<file path="src/rtl/seq_det_pkg.sv">
// seq_det_pkg: shared defaults and helpers for the parameterised sequence detector.
//   DEF_MAX_LEN / DEF_CNT_W / DEF_RST_PAT / DEF_RST_LEN : parameter defaults
//   len_width()  : width of a length field able to hold 0..max_len
//   DEF_LEN_W    : length-field width for the default MAX_LEN
package seq_det_pkg;

  localparam int unsigned DEF_MAX_LEN = 8;
  localparam int unsigned DEF_CNT_W   = 16;
  // Wide enough for the largest legal MAX_LEN; sliced to MAX_LEN by the user.
  localparam logic [31:0] DEF_RST_PAT = 32'h0000_000A;
  localparam int unsigned DEF_RST_LEN = 4;

  function automatic int unsigned len_width(input int unsigned max_len);
    return $clog2(max_len + 1);
  endfunction

  localparam int unsigned DEF_LEN_W = len_width(DEF_MAX_LEN);

endpackage

</file>
<file path="src/rtl/seq_match_counter.sv">
// seq_match_counter: saturating up-counter for detector matches.
//   clk     : clock, rising edge
//   reset_n : asynchronous active-low reset, clears count
//   inc     : add one on this edge (ignored once the count is all ones)
//   count   : current count, holds at 2^CNT_W-1
module seq_match_counter
  import seq_det_pkg::*;
#(
  parameter int unsigned CNT_W = DEF_CNT_W
) (
  input  logic             clk,
  input  logic             reset_n,
  input  logic             inc,
  output logic [CNT_W-1:0] count
);

  logic [CNT_W-1:0] count_q, count_d;

  always_comb begin
    count_d = count_q;
    if (inc && !(&count_q)) begin
      count_d = count_q + CNT_W'(1);
    end
  end

  always_ff @(posedge clk or negedge reset_n) begin
    if (!reset_n) begin
      count_q <= '0;
    end else begin
      count_q <= count_d;
    end
  end

  assign count = count_q;

endmodule

</file>
<file path="src/rtl/seq_detector_param.sv">
// seq_detector_param: runtime-programmable serial pattern detector (Mealy output).
//   clk        : clock, rising edge
//   reset_n    : asynchronous active-low reset
//   din        : serial data bit, sampled when din_valid is high
//   din_valid  : qualifies din; low cycles are transparent gaps
//   pat_load   : latch pat_in/pat_len/overlap_en, clear history; beats din_valid
//   pat_in     : pattern, bit 0 = newest bit, bit len-1 = oldest bit
//   pat_len    : pattern length (0 disables, > MAX_LEN clamps to MAX_LEN)
//   overlap_en : 1 allows overlapping matches
//   dout       : combinational match pulse
//   match_cnt  : saturating match count
// Build option: define SEQ_DETECTOR_PARAM_CNT_EN to implement match_cnt; when
// undefined match_cnt is tied to zero and no counter flops exist.
module seq_detector_param
  import seq_det_pkg::*;
#(
  parameter int unsigned        MAX_LEN = DEF_MAX_LEN,
  parameter int unsigned        CNT_W   = DEF_CNT_W,
  parameter logic [MAX_LEN-1:0] RST_PAT = DEF_RST_PAT[MAX_LEN-1:0],
  parameter int unsigned        RST_LEN = DEF_RST_LEN,
  localparam int unsigned       LW      = len_width(MAX_LEN)
) (
  input  logic               clk,
  input  logic               reset_n,
  input  logic               din,
  input  logic               din_valid,
  input  logic               pat_load,
  input  logic [MAX_LEN-1:0] pat_in,
  input  logic [LW-1:0]      pat_len,
  input  logic               overlap_en,
  output logic               dout,
  output logic [CNT_W-1:0]   match_cnt
);

  localparam logic [LW-1:0] MaxLenL = LW'(MAX_LEN);
  localparam logic [LW-1:0] RstLenL = LW'(RST_LEN);
  localparam logic [LW:0]   OneW    = (LW + 1)'(1);

  logic [MAX_LEN-1:0] hist_q, hist_d;
  logic [MAX_LEN-1:0] pat_q, pat_d;
  logic [LW-1:0]      fill_q, fill_d;
  logic [LW-1:0]      len_q, len_d;
  logic               ovl_q, ovl_d;

  logic [MAX_LEN-1:0] cand;
  logic [MAX_LEN-1:0] mask;
  logic [LW-1:0]      len_clamped;
  logic               fill_ok;
  logic               match;

  // Low len bits of {history, din}; older history beyond MAX_LEN-1 is never compared.
  assign cand = {hist_q[MAX_LEN-2:0], din};
  // Shift by len == MAX_LEN yields all-ones mask.
  assign mask = ~({MAX_LEN{1'b1}} << len_q);
  assign fill_ok = ({1'b0, fill_q} + OneW) >= {1'b0, len_q};
  assign len_clamped = (pat_len > MaxLenL) ? MaxLenL : pat_len;

  assign match = din_valid && !pat_load && (len_q != '0) && fill_ok &&
                 (((cand ^ pat_q) & mask) == '0);
  assign dout = match;

  always_comb begin
    hist_d = hist_q;
    fill_d = fill_q;
    pat_d  = pat_q;
    len_d  = len_q;
    ovl_d  = ovl_q;
    if (pat_load) begin
      pat_d  = pat_in;
      len_d  = len_clamped;
      ovl_d  = overlap_en;
      hist_d = '0;
      fill_d = '0;
    end else if (din_valid) begin
      hist_d = cand;
      if (match && !ovl_q) begin
        // Non-overlap: discard the matched bits so none can count twice.
        fill_d = '0;
      end else if (fill_q != MaxLenL) begin
        fill_d = fill_q + LW'(1);
      end
    end
  end

  always_ff @(posedge clk or negedge reset_n) begin
    if (!reset_n) begin
      hist_q <= '0;
      fill_q <= '0;
      pat_q  <= RST_PAT;
      len_q  <= RstLenL;
      ovl_q  <= 1'b1;
    end else begin
      hist_q <= hist_d;
      fill_q <= fill_d;
      pat_q  <= pat_d;
      len_q  <= len_d;
      ovl_q  <= ovl_d;
    end
  end

`ifdef SEQ_DETECTOR_PARAM_CNT_EN
  seq_match_counter #(
    .CNT_W (CNT_W)
  ) u_match_counter (
    .clk     (clk),
    .reset_n (reset_n),
    .inc     (match),
    .count   (match_cnt)
  );
`else
  assign match_cnt = '0;
`endif

endmodule

</file>
<file path="config.mk">
export PLATFORM = sky130hd
export DESIGN_NAME = seq_detector_param
export DESIGN_NICKNAME = d
export VERILOG_FILES = /design/src/rtl/seq_det_pkg.sv /design/src/rtl/seq_match_counter.sv /design/src/rtl/seq_detector_param.sv
export SDC_FILE = /design/constraint.sdc
export NUM_CORES = 1
export LEC_CHECK = 0
export BUFFER_PORTS_ARGS = -buffer_cell sky130_fd_sc_hd__clkbuf_2
export CORE_MARGIN = 3
export CORE_UTILIZATION = 52
export DETAILED_ROUTE_END_ITERATION = 6
export PLACE_DENSITY = 0.75
export SLEW_MARGIN = 40
export SYNTH_ARGS = -nofsm -noshare
export SYNTH_HDL_FRONTEND = slang
export SYNTH_SLANG_ARGS = --single-unit
</file>
<file path="constraint.sdc">
create_clock -name clk -period 2.38 [get_ports clk]
set_input_delay 0.357 -clock clk [delete_from_list [all_inputs] [get_ports clk]]
set_output_delay 0.357 -clock clk [all_outputs]
set_load 0.02 [all_outputs]
</file>
==> impl_results.md <==
* Run status: finished, violations left
* Violations in the final reports: negative setup slack
* Share of cells above drive strength 1 at 35.26%
* Endpoints failing setup at 1
* TNS Setup at -30.78 ps
* R2r endpoint: fill_q[1]$_DFFE_PN0P_
* DR DRC count at 0
* Required time worst endpoint at 2020 ps
* LEAKAGE at around 0.74 nW
* FMAX at 0.4148 GHz
* CP Launch Type: flop
* Largest net degree at the start of global routing at 28
* Final ANT Viol Nets at 0
* Max Buffers Root-to-Sink at 2
* H-tree depth at 1
* Sink Count at 24
* CTS buffer count at 3
* TritonCTS clock tree: done
* Sequential fraction of the synthesis area at 42.64%
* Crit path cell chain: ha_2, xor2_1, ha_2, a211oi_4, o21ai_1, and4bb_2, buf_8
* Starting Density at 55.80%
* Cell chosen for the clock root: clkbuf_4
* Die Ht at a little under 60 um
* Hpwl dp at around 1.9 mm
* GRT overflow at 0
* Reg clk slew, reported paths at 120 ps
* Syn Std Cell Area at approximately 1400 um^2
* Via density at 5.247
* Post-layout min period at about 2400 ps
* CP peak stage delay at 450 ps
* Slew HR at slightly above 60%
* Reg2Reg Launch Point: fill_q[0]$_DFFE_PN0P_
* Initial DRT Pass Iterations at 4
* Worst Tran Pin Value at approximately 580 ps
* Syn avg cell area at about 11 um^2
* Max FO, Critical Path at 3
* Yosys cell types at 35
* Multi-input gate area at a little under 800 um^2
* Worst hold path class: input pin to async pin
* Worst Reg-to-Reg Cells at 8
* #FFs+latches synth at 24
* Commonest non-fill, non-tap cell in the layout: dfrtp_1
* Number of max-cap violations at 0
* EDFF count, synth at 0
* Final Cycle Share at 101.3%
* Grt met2 use at ~28%
* RSZ-0062 raised after global routing: true
* R2R setup slack at between 400 and 500 ps
* Post-Synthesis Cells at ~130
* Area of the core at around 2500 um^2
* Hold slack at around 23 ps
* Skew-Pair Late Insertion Delay at around 310 ps
* Met1 Track Usage GR at between 20% and 30%
* Commonest non-fill, non-tap cells in the layout: dfrtp_1, clkbuf_2, conb_1
* Final hold violation count at 0
* First-pass GRT wire length at ~4.3 mm
* Chip width at about 58 um
* Antenna violations before repair at 0
* Clock skew at slightly above 2 ps
* Detailed-route via count at just under 1k
* Post-synthesis async set-or-reset flop share at 100.0%
* CP max stage cell: dfrtp_1
* ANT cells at 0
* Layout net count at between 150 and 200
* Io pins at 35
* RePlAce Congestion at just under 0.9
* Iteration-0 DRC Markers at 13
* Worst EP arrival at 2050 ps
* CP most frequent cell: ha_2
* Worst setup path class: flop to output port
* Yosys synthesis warning count at 0
* GR Util All Layers at 16.59%
* Top FF cell, synth: dfrtp_1
* PnR worst setup slack at -30.78 ps
* Avg WL per Cell at ~14 um
* Fill count at between 150 and 200
* Slew Limit Fails at 0
* PwrDens at between 500 and 600 nW/um^2
* FP Rows at 18
* Crit end category: output port
* Met3 Track Usage GR at about 3.6%
* DRT Wirelength at ~2.6 mm
* Vias in the first global route at approximately 980
* Top Usage Layer GRT: met2
* Layout area overhead at 14.27%
* Max VDD drop at about 0.44 mV
* Port Buffers at 18
* Die ar. at about 3400 um^2
* Flip-flop and latch area at roughly 610 um^2
area by class of cell:
| cell class | count | area share [%] |
|---|---|---|
| inverter | 6 | 1.388 |
| timing repair buffer | 26 | 10.10 |
| tap | 30 | 2.313 |
| multi-input combinational | 97 | 47.42 |
| sequential | 24 | 37.39 |
| clock buffer | 3 | 1.388 |
worst max path at each step:
stage | from | to | slack [ps] | cells past startpoint
floorplan | fill_q[0]$_DFFE_PN0P_ | dout | 410 | 6
global placement | fill_q[0]$_DFFE_PN0P_ | dout | 290 | 7
detailed placement | fill_q[0]$_DFFE_PN0P_ | dout | 100 | 7
CTS | fill_q[0]$_DFFE_PN0P_ | dout | -20 | 7
global route | fill_q[0]$_DFFE_PN0P_ | dout | -130 | 7
finish | fill_q[0]$_DFFE_PN0P_ | dout | -30 | 7
worst max-delay path, delay by kind of cell, from the launching register on:
family	cells	cell delay [ps]
simple gates	1	250
flops	1	450
fa+ha+maj	2	430
xor+xnor	1	160
buf+inv	1	130
compound gates	2	340
per-layer routing:
metal,vias to the layer above,share of wire [%]
met4,0,2.0
met5,-,0
met2,28,48
met3,6,4.3
met1,468,46
li1,474,-
Yosys cell counts (2+ instances only):
| cell type | count | area [um^2] |
|---|---|---|
| xnor2_1 | 10 | 87.58 |
| nor2_1 | 8 | 30.03 |
| xor2_1 | 2 | 17.52 |
| a21oi_1 | 3 | 15.01 |
| ha_1 | 6 | 75.07 |
| a31oi_1 | 2 | 12.51 |
| o21ai_0 | 5 | 25.02 |
| clkbuf_1 | 2 | 7.510 |
| dfstp_2 | 4 | 105.1 |
| inv_1 | 6 | 22.52 |
| o22ai_1 | 3 | 18.77 |
| nand2_1 | 6 | 22.52 |
| nor3_1 | 4 | 20.02 |
| mux2i_1 | 8 | 80.08 |
| mux2_2 | 9 | 101.4 |
| buf_2 | 2 | 10.01 |
| dfrtp_1 | 20 | 500.5 |
| buf_4 | 16 | 120.1 |
stage by stage:
stage | setup WS [ps] | cells | util, % | instance area (um^2) | power (mW)
floorplan | 410.4 | 148 | - | 1476 | 0.6109
global placement | 293.0 | 177 | 58.06 | 1478 | 0.6328
detailed placement | 104.2 | 177 | 58.06 | 1478 | 0.6420
CTS | -22.56 | 186 | 62.49 | 1590 | 0.8460
global route | -129.1 | 186 | 63.77 | 1623 | 0.9078
finish | -30.78 | 186 | 63.77 | 1623 | 0.8570
what timing repair did:
action / 4_1_cts / 5_1_grt
resized for setup: 11 / 5
setup endpoints to repair: 1 / 1
hold buffers: 0 / 0
setup buffers: 6 / 0
pin swaps: 6 / 4
sequential cells by signal, indices dropped and copies added (netlist names):
register and count:
pat_q 8, hist_q 7, fill_q 4, len_q 4
ovl_q 1
power by group:
group	switching [mW]	total, mW	internal [mW]
Clock	0.112	0.172	0.0591
Combinational	0.109	0.219	0.110
Sequential	0.0272	0.466	0.439
Total	0.249	0.857	0.608
cells by family after synthesis:
group / Yosys count / share of synthesized area, %
XOR/XNOR: 12 / 7.401
AND/OR/NAND/NOR: 27 / 11.28
adder cells (fa/ha/maj): 6 / 5.286
other: 1 / 0.2641
multiplexers: 17 / 12.78
AO/OA/AOI/OAI: 19 / 8.811
buffers and inverters: 27 / 11.54
flip-flops: 24 / 42.64
No activity file was read; power rests on OpenSTA's default activity.
